--- src/rtl/pipe_stage_buf.sv ---
// -----------------------------------------------------------------------------
// pipe_stage_buf
//
// Elastic pipeline-stage register placed between two pipeline stages.
// A packed stage struct travels through the block as an opaque WIDTH-bit
// payload held in a DEPTH-entry circular buffer. Both sides use a
// valid/ready handshake.
//
// Hazard controls are applied with a fixed priority: flush > stall > normal.
// - flush discards every entry, rewinds both pointers and records how many
//   entries were thrown away. The output shows a bubble while flushing.
// - stall freezes the buffer. Both handshakes are forced low, so nothing
//   moves in either direction.
//
// Both handshakes are combinational. There is no bypass path, so a payload
// accepted at a clock edge is presented from that edge onward. This gives a
// fixed one-cycle latency and still allows one payload per cycle of
// throughput.
// -----------------------------------------------------------------------------
module pipe_stage_buf #(
    parameter int unsigned          WIDTH  = 64,
    parameter int unsigned          DEPTH  = 2,
    parameter logic [WIDTH-1:0]     BUBBLE = '0
) (
    input  logic                         clk,
    input  logic                         resetn,

    // Upstream side
    input  logic                         in_valid,
    output logic                         in_ready,
    input  logic [WIDTH-1:0]             in_data,

    // Downstream side
    output logic                         out_valid,
    input  logic                         out_ready,
    output logic [WIDTH-1:0]             out_data,

    // Hazard controls
    input  logic                         stall,
    input  logic                         flush,

    // Status
    output logic [$clog2(DEPTH+1)-1:0]   count,
    output logic [$clog2(DEPTH+1)-1:0]   flush_drops
);

    // -------------------------------------------------------------------------
    // Derived widths and constants
    // -------------------------------------------------------------------------
    localparam int unsigned CW = $clog2(DEPTH + 1);   // occupancy width
    localparam int unsigned PW = $clog2(DEPTH);       // pointer width

    localparam logic [CW-1:0] CNT_ZERO = CW'(0);
    localparam logic [CW-1:0] CNT_ONE  = CW'(1);
    localparam logic [CW-1:0] CNT_FULL = CW'(DEPTH);
    localparam logic [PW-1:0] PTR_ZERO = PW'(0);
    localparam logic [PW-1:0] PTR_ONE  = PW'(1);

    // -------------------------------------------------------------------------
    // Pointer advance helper.
    // DEPTH is a power of two, so the natural PW-bit wrap of the adder is
    // exactly the modulo-DEPTH wrap. No compare-and-clear logic is needed.
    // -------------------------------------------------------------------------
    function automatic logic [PW-1:0] ptr_next(input logic [PW-1:0] ptr);
        ptr_next = ptr + PTR_ONE;
    endfunction

    // -------------------------------------------------------------------------
    // State
    // -------------------------------------------------------------------------
    logic [WIDTH-1:0] mem_q [DEPTH];

    logic [PW-1:0]    wr_ptr_q, wr_ptr_d;
    logic [PW-1:0]    rd_ptr_q, rd_ptr_d;
    logic [CW-1:0]    count_q,  count_d;
    logic [CW-1:0]    flush_drops_q, flush_drops_d;

    // -------------------------------------------------------------------------
    // Combinational handshake signals
    // -------------------------------------------------------------------------
    logic             hold_s;        // flush or stall: no handshake this cycle
    logic             not_full_s;
    logic             not_empty_s;
    logic             in_ready_s;
    logic             out_valid_s;
    logic             push_s;
    logic             pop_s;
    logic [WIDTH-1:0] out_data_s;

    // Handshake qualification: hazards mask both sides; occupancy gates each side.
    always_comb begin
        hold_s      = flush | stall;
        not_full_s  = (count_q != CNT_FULL);
        not_empty_s = (count_q != CNT_ZERO);

        // Full refuses input even if the head leaves this same cycle.
        // Accepting it would need a combinational out_ready -> in_ready path.
        in_ready_s  = (~hold_s) & not_full_s;
        out_valid_s = (~hold_s) & not_empty_s;

        push_s      = in_valid  & in_ready_s;
        pop_s       = out_valid & out_ready;
    end

    // Output payload mux: the head entry when presented, otherwise the bubble encoding.
    always_comb begin
        if (out_valid_s) begin
            out_data_s = mem_q[rd_ptr_q];
        end else begin
            out_data_s = BUBBLE;
        end
    end

    // -------------------------------------------------------------------------
    // Next-state logic with fixed priority: flush > stall > normal.
    // -------------------------------------------------------------------------

    // Pointer, occupancy and drop-counter next-state under flush/stall/normal priority.
    always_comb begin
        wr_ptr_d      = wr_ptr_q;
        rd_ptr_d      = rd_ptr_q;
        count_d       = count_q;
        flush_drops_d = flush_drops_q;

        if (flush) begin
            // Discard everything. The same-cycle input is not stored, because
            // in_ready is already low whenever flush is high.
            wr_ptr_d      = PTR_ZERO;
            rd_ptr_d      = PTR_ZERO;
            count_d       = CNT_ZERO;
            flush_drops_d = count_q;
        end else if (stall) begin
            // Freeze. push_s and pop_s are already forced low here, so the
            // hold values above stand.
            wr_ptr_d      = wr_ptr_q;
            rd_ptr_d      = rd_ptr_q;
            count_d       = count_q;
            flush_drops_d = flush_drops_q;
        end else begin
            if (push_s) begin
                wr_ptr_d = ptr_next(wr_ptr_q);
            end else begin
                wr_ptr_d = wr_ptr_q;
            end

            if (pop_s) begin
                rd_ptr_d = ptr_next(rd_ptr_q);
            end else begin
                rd_ptr_d = rd_ptr_q;
            end

            case ({push_s, pop_s})
                2'b10:   count_d = count_q + CNT_ONE;
                2'b01:   count_d = count_q - CNT_ONE;
                default: count_d = count_q;   // idle, or push and pop together
            endcase
        end
    end

    // -------------------------------------------------------------------------
    // Sequential state
    // -------------------------------------------------------------------------

    // Pointer and occupancy registers. Asynchronous reset empties the buffer at once.
    always_ff @(posedge clk or negedge resetn) begin
        if (!resetn) begin
            wr_ptr_q <= PTR_ZERO;
            rd_ptr_q <= PTR_ZERO;
            count_q  <= CNT_ZERO;
        end else begin
            wr_ptr_q <= wr_ptr_d;
            rd_ptr_q <= rd_ptr_d;
            count_q  <= count_d;
        end
    end

    // Flush drop counter.
    // It is deliberately kept outside the reset domain, so that a reset in
    // the middle of operation still reports the last flush. Its value is
    // meaningful only after the first flush. Flushing an empty buffer once
    // after power-up sets it to zero.
    always_ff @(posedge clk) begin
        flush_drops_q <= flush_drops_d;
    end

    // Payload storage.
    // A write happens only on an accepted push. The contents are don't-care
    // after reset, so the array carries no reset.
    always_ff @(posedge clk) begin
        if (push_s) begin
            mem_q[wr_ptr_q] <= in_data;
        end
    end

    // -------------------------------------------------------------------------
    // Outputs
    // -------------------------------------------------------------------------
    assign in_ready    = in_ready_s;
    assign out_valid   = out_valid_s;
    assign out_data    = out_data_s;
    assign count       = count_q;
    assign flush_drops = flush_drops_q;

endmodule
--- config.mk ---
export PLATFORM = sky130hd
export DESIGN_NAME = pipe_stage_buf
export DESIGN_NICKNAME = d
export VERILOG_FILES = /design/src/rtl/pipe_stage_buf.sv
export SDC_FILE = /design/constraint.sdc
export NUM_CORES = 1
export LEC_CHECK = 0
export CORE_ASPECT_RATIO = 0.7
export CORE_MARGIN = 3
export CORE_UTILIZATION = 43
export CTS_CLUSTER_DIAMETER = 50
export DETAILED_ROUTE_END_ITERATION = 16
export PLACE_DENSITY = 0.78
export SETUP_SLACK_MARGIN = 0.15
export SYNTH_ARGS = -nofsm -noshare
export SYNTH_HDL_FRONTEND = slang
export SYNTH_SLANG_ARGS = --single-unit
--- constraint.sdc ---
create_clock -name clk -period 4 [get_ports clk]
set_input_delay 0.4 -clock clk [delete_from_list [all_inputs] [get_ports clk]]
set_output_delay 0.4 -clock clk [all_outputs]
set_load 0.01 [all_outputs]
==> results.toml, run 1 <==
[timing]
max_freq_mhz = 308
setup_tns_ns = 0
setup_viol = 0
fin_crit_sh = 0.811
hold_violations = 0
maxSlewViolCount = 0
rsz0062_at_grt = "false"
fin_skew_ns = 0.00748
worst_pin_slew_ns = 1.09
whs_ns = 0.203
slew-limit-headroom = 0.269
finalCriticalPeriod_ns = 3.24

[layout]
seqCellArea_mm2 = 0.00401
utilization = 0.636
area_delta_synth_final_pct = 39.8
fin_nets = 523
num-fill-cells = 804
antenna_cells = 0
final_cells = 616
multi_input_area_mm2 = 0.00105
drive_gt1_frac = 0.0799

[setup_path]
critPathSlowestCell = "o21ai_4"
cp-start-kind = "flop"
end_kind = "output pin"
worstPathCellList = "o21ai_4 > buf_4 > nor2_1 > clkdlybuf4s50_1"
cp_slowest_stage_delay_ns = 0.90
crit_type = "flop to output pin"
cp.buffers_inverters = 2
critPathMaxFanout = 41
cp.required_ns = 3.60
crit_family = "buffers and inverters"
crit_arrival_ns = 2.84

[route]
post-route-drc-count = 0
wirelength_um = 10200
vias_per_cell = 4.83
drtIter0Drc = 188
drt_pass1_iterations = 6
routed-via-count = 2977
ant_nets = 0
routedWlPerCell_um = 16.5

[floorplanning]
ios = 140
dieArea_mm2 = 0.0135
start_util = 0.455
die_h_um = 97.9
core_area_mm2 = 0.0114
die_w_um = 137
core.rowCount = 32

[pwr]
power_density_mw_per_mm2 = 442
p_switching_mw = 0.620
cell_internal_pwr_mw = 2.59
ir_worst_vdd_mv = 0.275
power_frac_clock = 0.442
pwr-share-seq = 0.497
leakage_nw = 2.33
switching_share = 0.193
pwr-share-comb = 0.060

[yosys]
avgSynthCellArea_um2 = 17.0
ys_types = 24
yosysTopAreaCell = "edfxtp_1"
ys_warn_count = 0
ys_ff_latch = 134
synth_fp_nets = 375
syn_area_mm2 = 0.00519
ys_seq_area_frac = 0.771
postSynthCellCount = 305
synth_top_area_share = 0.752
synthTopCellsByArea = "edfxtp_1, mux2i_1, nor2_1, buf_6, dfrtp_1"

[clock_tree]
cts-root-buf = "clkbuf_16"
hold_buffers = 0
path_clk_slew_ns = 0.05
post_cts_resized = 0
clock_latency_ns = 0.40
clock-sinks = 134
clk_path_buf_depth = 2
postCtsSetupRepairBufs = 0
numCtsBuffers = 17
cts_tree = "yes"
htree_levels = 4

[global_routing]
grt.overflow.total = 0
antenna_found_initial = 0
grt_pass1_vias = 3094
grt_max_degree = 42
grt_pass1_wl_um = 15900
grt_use_total = 0.157

[placement]
gp_congestion = 0.757
dp_hpwl_um = 6660
placed_cells = 587
port_buffers = 139

[run_status]
run_status = "completed"

[worst_hold_path]
min_path_type = "input pin to async pin"

[run]
cap_violations = 0
cell usage after synthesis:
cell / instances
buf_2: 3
nor3_1: 1
buf_4: 2
nor2_2: 1
o21ai_0: 4
dfrtp_1: 4
mux2i_1: 65
nor2b_1: 1
inv_1: 2
and3_1: 1
nor2_1: 67
nand2_1: 1
inv_2: 1
nor4b_1: 1
o31ai_1: 1
and2_1: 2
nor3b_1: 1
a21oi_1: 2
o21ai_2: 1
buf_6: 10
o311ai_1: 1
nand3b_1: 2
a31oi_1: 1
edfxtp_1: 130
stage by stage:
step	cell area, µm²	power (mW)	setup WS, ns
floorplan	5190	1.69	1.01
CTS	7260	3.23	0.677
finish	7260	3.21	0.758
global placement	6720	1.81	1.08
global route	7260	3.30	0.554
detailed placement	6720	1.82	1.03
power groups by stage:
stage	logic [mW]	registers, mW	clock network [mW]
floorplan	0.0763	1.62	0
CTS	0.196	1.59	1.44
global route	0.209	1.60	1.50
global placement	0.190	1.62	0
finish	0.194	1.59	1.42
detailed placement	0.195	1.62	0
layout by cell type (no fill, tap or decap):
cell type,n
clkdlybuf4s50_1,139
edfxtp_1,130
nor2_1,66
mux2i_1,65
clkbuf_16,17
o21ai_0,4
clkinvlp_4,4
clkinv_2,3
dfrtp_1,3
buf_4,3
nand3b_1,2
and2_1,2
inv_1,2
a21oi_1,2
clkinv_1,2
bufinv_16,2
buf_12,2
nor2_2,1
o21ai_4,1
inv_2,1
nor2b_1,1
nor3_1,1
and3_2,1
nor2_4,1
nor3b_1,1
a31oi_1,1
nand2_1,1
o311ai_1,1
o31ai_1,1
nor4b_1,1
clkbuf_1,1
dfrtp_4,1
cells by family after synthesis:
| family | count (synthesis) | synth area share |
|---|---|---|
| AOI/OAI and AO/OA | 10 | 0.0118 |
| muxes | 65 | 0.125 |
| and+or+nand+nor | 78 | 0.0622 |
| buffers and inverters | 18 | 0.0296 |
| DFF | 134 | 0.771 |
layout make-up:
type,count,area share
clock buffers,18,0.0591
repair buffers,144,0.200
well taps,153,0.0264
inverters,3,0.00155
flip-flops and latches,134,0.552
clock inverters,11,0.0155
multi-input cells,153,0.145
worst reg2reg max path: cells and delay by family, from the launching register on:
kind,cells,cell delay [ns]
buffers and inverters,1,0.32
AND/OR/NAND/NOR,3,1.14
flip-flops,1,0.48
per-layer routing:
metal	wire length, µm	track usage	up-vias
met4	110	0.0606	0
met1	4460	0.205	1413
met2	4620	0.236	126
met3	977	0.0633	13
li1	-	-	1425
met5	0	0	-
final timing paths:
path / from / end / slack (ns) / depth (start not counted)
max: count[0] / out_data[58] / 0.76 / 4
min: resetn / count[1] / 0.20 / 1
max reg2reg: count[1] / mem_q[1][57] / 1.73 / 4
min reg2reg: wr_ptr_q / wr_ptr_q / 0.57 / 1
max in group asynchronous: resetn / rd_ptr_q / 3.60 / 1
min in group clk: wr_ptr_q / wr_ptr_q / 0.57 / 1
flip-flops by register name (all words and copies together) (netlist names):
signal and cells:
count 2, wr_ptr_q 1, rd_ptr_q 1, mem_q 128, flush_drops 2
(Power assumes the default switching activity.)
==> run 2, diff against run 1 <==
Clock period 4 ns to 2.65 ns, I/O delays scaled along.
==> run 2 against run 1 <==
Effect of this change: sequential share of layout area down 1.6 points; clock power increased by 70%; clock skew shrank 0.0017 ns; combinational power rose by 63%; sequential power up 51%; worst setup slack worse by 0.51 ns; die area is the same; non-clock buffer count up 9; critical path type is now input pin to output pin.
==> results.toml, run 2 (synthesis gave the netlist of run 1 again) <==
[timing]
max_freq_mhz = 417
worst_pin_slew_ns = 0.444
fin_crit_sh = 0.905
setup_tns_ns = 0
fin_skew_ns = 0.00578
setup_viol = 0
maxSlewViolCount = 0
slew-limit-headroom = 0.704
finalCriticalPeriod_ns = 2.40
rsz0062_at_grt = "false"
hold_violations = 0

[layout]
layout_common_cells = "clkdlybuf4s50_1, edfxtp_1, nor2_1"
num-fill-cells = 781
drive_gt1_frac = 0.103
final_common_cell = "clkdlybuf4s50_1"
antenna_cells = 0
largest_register_ffs = 128
regMostFlops = "mem_q"
fin_nets = 532
area_delta_synth_final_pct = 43.9

[pwr]
leakage_nw = 2.44
p_switching_mw = 0.988
power_frac_clock = 0.470
power_density_mw_per_mm2 = 686
cell_internal_pwr_mw = 4.13
pwr-share-comb = 0.062
power_mw = 5.12
ir_worst_vdd_mv = 0.392
switching_share = 0.193
pwr-share-seq = 0.469

[setup_path]
end_kind = "output pin"
rr_endpoint = "mem_q[1][2]"
r2r_cells = 4
cp.required_ns = 2.38
crit_type = "input pin to output pin"
cp-start-kind = "input pin"
crit_arrival_ns = 2.13
critPathMaxFanout = 26
rrSetupSlack_ns = 0.69
r2r_start = "count[1]"

[global_routing]
grt_max_degree = 33
antenna_found_initial = 0
grt.overflow.total = 0
grt_pass1_wl_um = 16800
grt_pass1_vias = 3217
grt_use_total = 0.167

[clock_tree]
htree_levels = 4
cts-root-buf = "clkbuf_16"
cts_tree = "yes"
numCtsBuffers = 17
clock-sinks = 134
clk_path_buf_depth = 2
hold_buffers = 0
clock_latency_ns = 0.40
path_clk_slew_ns = 0.06

[route]
routedWlPerCell_um = 16.9
routed-via-count = 3056
drt_pass1_iterations = 5
vias_per_cell = 4.87
ant_nets = 0
drtIter0Drc = 163
wirelength_um = 10600
post-route-drc-count = 0

[run_status]
run_status = "completed"

[floorplanning]
start_util = 0.455
ios = 140
die_h_um = 97.9
core_area_mm2 = 0.0114
dieArea_mm2 = 0.0135
core.rowCount = 32
die_w_um = 137

[placement]
gp_congestion = 0.793
port_buffers = 139
dp_hpwl_um = 6840

[run]
cap_violations = 0

[worst_hold_path]
min_path_type = "input pin to async pin"
## run 2: cell count changes in the layout (fill, tap and decap cells not counted)
cell        delta
clkinvlp_4     -4
buf_8          +1
clkinv_1       -2
buf_12         +5
buf_4          +3
clkinv_4       +4
clkbuf_1       +1
nor2_4         +1
bufinv_16      +2
nor2_2         -1
inv_6          +1
## run 2: routing by layer
metal	global-route usage	wire length (µm)	vias to the layer above
met3	0.0561	908	6
met4	0.0529	60	0
met2	0.261	4970	128
met5	0	0	-
met1	0.221	4690	1471
li1	-	-	1451
## run 2: worst max path at each step
stage,from,to,slack [ns],depth (start not counted)
final,stall,out_data[17],0.25,7
after global routing,stall,out_data[20],0.15,7
after CTS,rd_ptr_q,out_data[11],0.24,4
after detailed placement,stall,out_data[44],0.22,6
after global placement,stall,out_data[20],0.28,6
after floorplan,count[1],mem_q[1][0],0.36,3
## run 2: cell type report
class / count / area (µm²) / area share
multi-input combinational: 153 / 1060 / 0.141
tap: 153 / 191 / 0.0256
inverter: 3 / 11.3 / 0.00151
clock inverter: 12 / 179 / 0.0240
timing repair buffer: 153 / 1590 / 0.213
sequential: 134 / 4010 / 0.537
clock buffer: 19 / 433 / 0.0580
## run 2: critical path: stages
cell and delay [ns]:
clkdlybuf4s50_1 0.57, nor2_4 0.19, o21ai_4 0.08, buf_12 0.15, buf_12 0.15, nor2_1 0.16, clkdlybuf4s50_1 0.56
## run 2: repair_timing
action	4_1_cts	5_1_grt
pin swaps	1	0
resized for setup	0	1
endpoints found under the setup margin	50	1
buffers inserted	4	0
## run 2: power groups by stage
stage | sequential [mW] | clock, mW | combinational, mW
floorplan | 2.44 | 0 | 0.116
global placement | 2.44 | 0 | 0.299
detailed placement | 2.45 | 0 | 0.307
CTS | 2.40 | 2.46 | 0.319
global route | 2.40 | 2.56 | 0.341
finish | 2.40 | 2.41 | 0.316
## run 2: per-stage QoR
stage / utilization / worst slack, ns / cells / hold slack [ns] / instance area (µm²)
after global routing: 0.655 / 0.155 / 627 / 0.0838 / 7470
after CTS: 0.654 / 0.236 / 627 / 0.0774 / 7460
after floorplan: - / 0.360 / 305 / -0.0306 / 5200
after detailed placement: 0.596 / 0.220 / 592 / 0.507 / 6800
after global placement: 0.596 / 0.280 / 592 / 0.499 / 6800
final: 0.655 / 0.251 / 627 / 0.0866 / 7470
==> run 3, diff against run 2 <==
Settings changed: CORE_MARGIN 3 to 1.5, REMOVE_ABC_BUFFERS set to 1.
==> run 3 against run 2 <==
Effect of this change: largest power group unchanged; via count down 0.98%; die area fell by 5.2%; critical path type unchanged; final area is 0.59% lower; clock power rose by 3%; flip-flop and latch count is the same; worst setup slack lost 0.014 ns; cell count rose by 0.16%; non-clock buffer count shrank 3; wire length decreased by 6.7%.
==> results.toml, run 3 (synthesis gave the netlist of run 1 again) <==
[run_status]
run_status = "completed"

[layout]
final_common_cell = "clkdlybuf4s50_1"
largest_register_ffs = 128
num-fill-cells = 845
antenna_cells = 0
fin_nets = 529
drive_gt1_frac = 0.0977
regMostFlops = "mem_q"
area_delta_synth_final_pct = 43.0
layout_common_cells = "clkdlybuf4s50_1, edfxtp_1, nor2_1"

[route]
drt_pass1_iterations = 4
routedWlPerCell_um = 15.8
drtIter0Drc = 142
wl_met2_um = 4520
ant_nets = 0
wirelength_um = 9910
vias_per_cell = 4.82
top_layer = "met4"
m1WireLength_um = 4410
post-route-drc-count = 0
route.met3.wl_um = 827
routed-via-count = 3026

[setup_path]
rrSetupSlack_ns = 0.80
rr_endpoint = "mem_q[0][47]"
crit_arrival_ns = 2.15
critPathSlowestCell = "clkdlybuf4s50_1"
r2r_start = "count[1]"
critPathMaxFanout = 66
r2r_cells = 4
cp.required_ns = 2.38
cp-start-kind = "input pin"
cp_slowest_stage_delay_ns = 0.57
end_kind = "output pin"
cp.buffers_inverters = 3
crit_family = "buffers and inverters"
worstPathCellList = "clkdlybuf4s50_1 > nor2_2 > o21ai_4 > buf_12 > nor2_1 > clkdlybuf4s50_1"
crit_type = "input pin to output pin"
startpoint = "flush"
cp_common_cell = "clkdlybuf4s50_1"

[placement]
dp_hpwl_um = 6370
gp_congestion = 0.744
dp_slack_ns = 0.263
port_buffers = 139

[pwr]
power_density_mw_per_mm2 = 699
ir_worst_vdd_mv = 0.397
leakage_nw = 2.42

[timing]
whs_ns = 0.0757
worst_pin_slew_ns = 0.409
max_freq_mhz = 414
fin_skew_ns = 0.00646
finalWorstSetupSlack_ns = 0.237
finalCriticalPeriod_ns = 2.41
fin_crit_sh = 0.910
slew-limit-headroom = 0.728
setup_tns_ns = 0
setup_viol = 0
hold_violations = 0
maxSlewViolCount = 0
rsz0062_at_grt = "false"

[floorplanning]
die_h_um = 94.9
core.rowCount = 33
ios = 140
die_w_um = 134
core_area_mm2 = 0.0117
start_util = 0.443
dieArea_mm2 = 0.0128

[run]
cap_violations = 0

[clock_tree]
clock-sinks = 134
path_clk_slew_ns = 0.06
clock_latency_ns = 0.40
clk_path_buf_depth = 2
hold_buffers = 0
cts-root-buf = "clkbuf_16"
numCtsBuffers = 17
postCtsSetupRepairBufs = 3
htree_levels = 4
cts_tree = "yes"
post_cts_resized = 0

[global_routing]
antenna_found_initial = 0
grt_pass1_vias = 2966
grt_use_total = 0.160
grt_max_degree = 67
grt.overflow.total = 0
grt_pass1_wl_um = 15000

[worst_hold_path]
min_path_type = "input pin to async pin"
[run 3: changes by cell type in the layout (fill, tap and decap cells not counted), sizes merged]
cell      delta
inv          -1
clkbuf       -1
buf          -3
clkinvlp     +1
bufinv       +1
[run 3: worst reg2reg max path: cells and delay by family (launching register included)]
kind	cells	cell delay, ns
AND/OR/NAND/NOR	3	0.62
flip-flops	1	0.48
buffers and inverters	1	0.38
[run 3: worst max-delay path by stage]
stage	to	slack, ns	cells after the start
after global routing	out_data[10]	0.15	6
after CTS	out_data[10]	0.25	6
after global placement	out_data[10]	0.31	6
after detailed placement	out_data[10]	0.26	6
final	out_data[10]	0.24	6
after floorplan	mem_q[0][0]	-1.35	3
[run 3: area by class of cell]
| cell class | count | area, µm² | share of cell area |
|---|---|---|---|
| clock buffers | 18 | 429 | 0.0578 |
| clock inverters | 13 | 206 | 0.0278 |
| inverters | 3 | 11.3 | 0.00152 |
| multi-input cells | 153 | 1050 | 0.142 |
| flip-flops and latches | 134 | 4010 | 0.540 |
| well taps | 157 | 196 | 0.0265 |
| repair buffers | 150 | 1520 | 0.205 |
[run 3: through the flow]
stage | cell area, µm² | instances | utilization | total power [mW]
final | 7430 | 628 | 0.633 | 5.19
after global routing | 7430 | 628 | 0.633 | 5.35
after CTS | 7430 | 628 | 0.633 | 5.25
after detailed placement | 6770 | 594 | 0.577 | 2.75
after global placement | 6770 | 594 | 0.577 | 2.73
after floorplan | 5050 | 290 | - | 2.55
[run 3: power breakdown]
group	total, mW	internal [mW]	switching, mW
combinational	0.306	0.175	0.131
sequential	2.40	2.38	0.0172
clock	2.49	1.66	0.826
[run 3: routing by layer]
| layer | global-route usage | vias up |
|---|---|---|
| li1 | - | 1446 |
| met1 | 0.209 | 1431 |
| met2 | 0.244 | 133 |
| met3 | 0.0590 | 16 |
| met4 | 0.0672 | 0 |
| met5 | 0 | - |
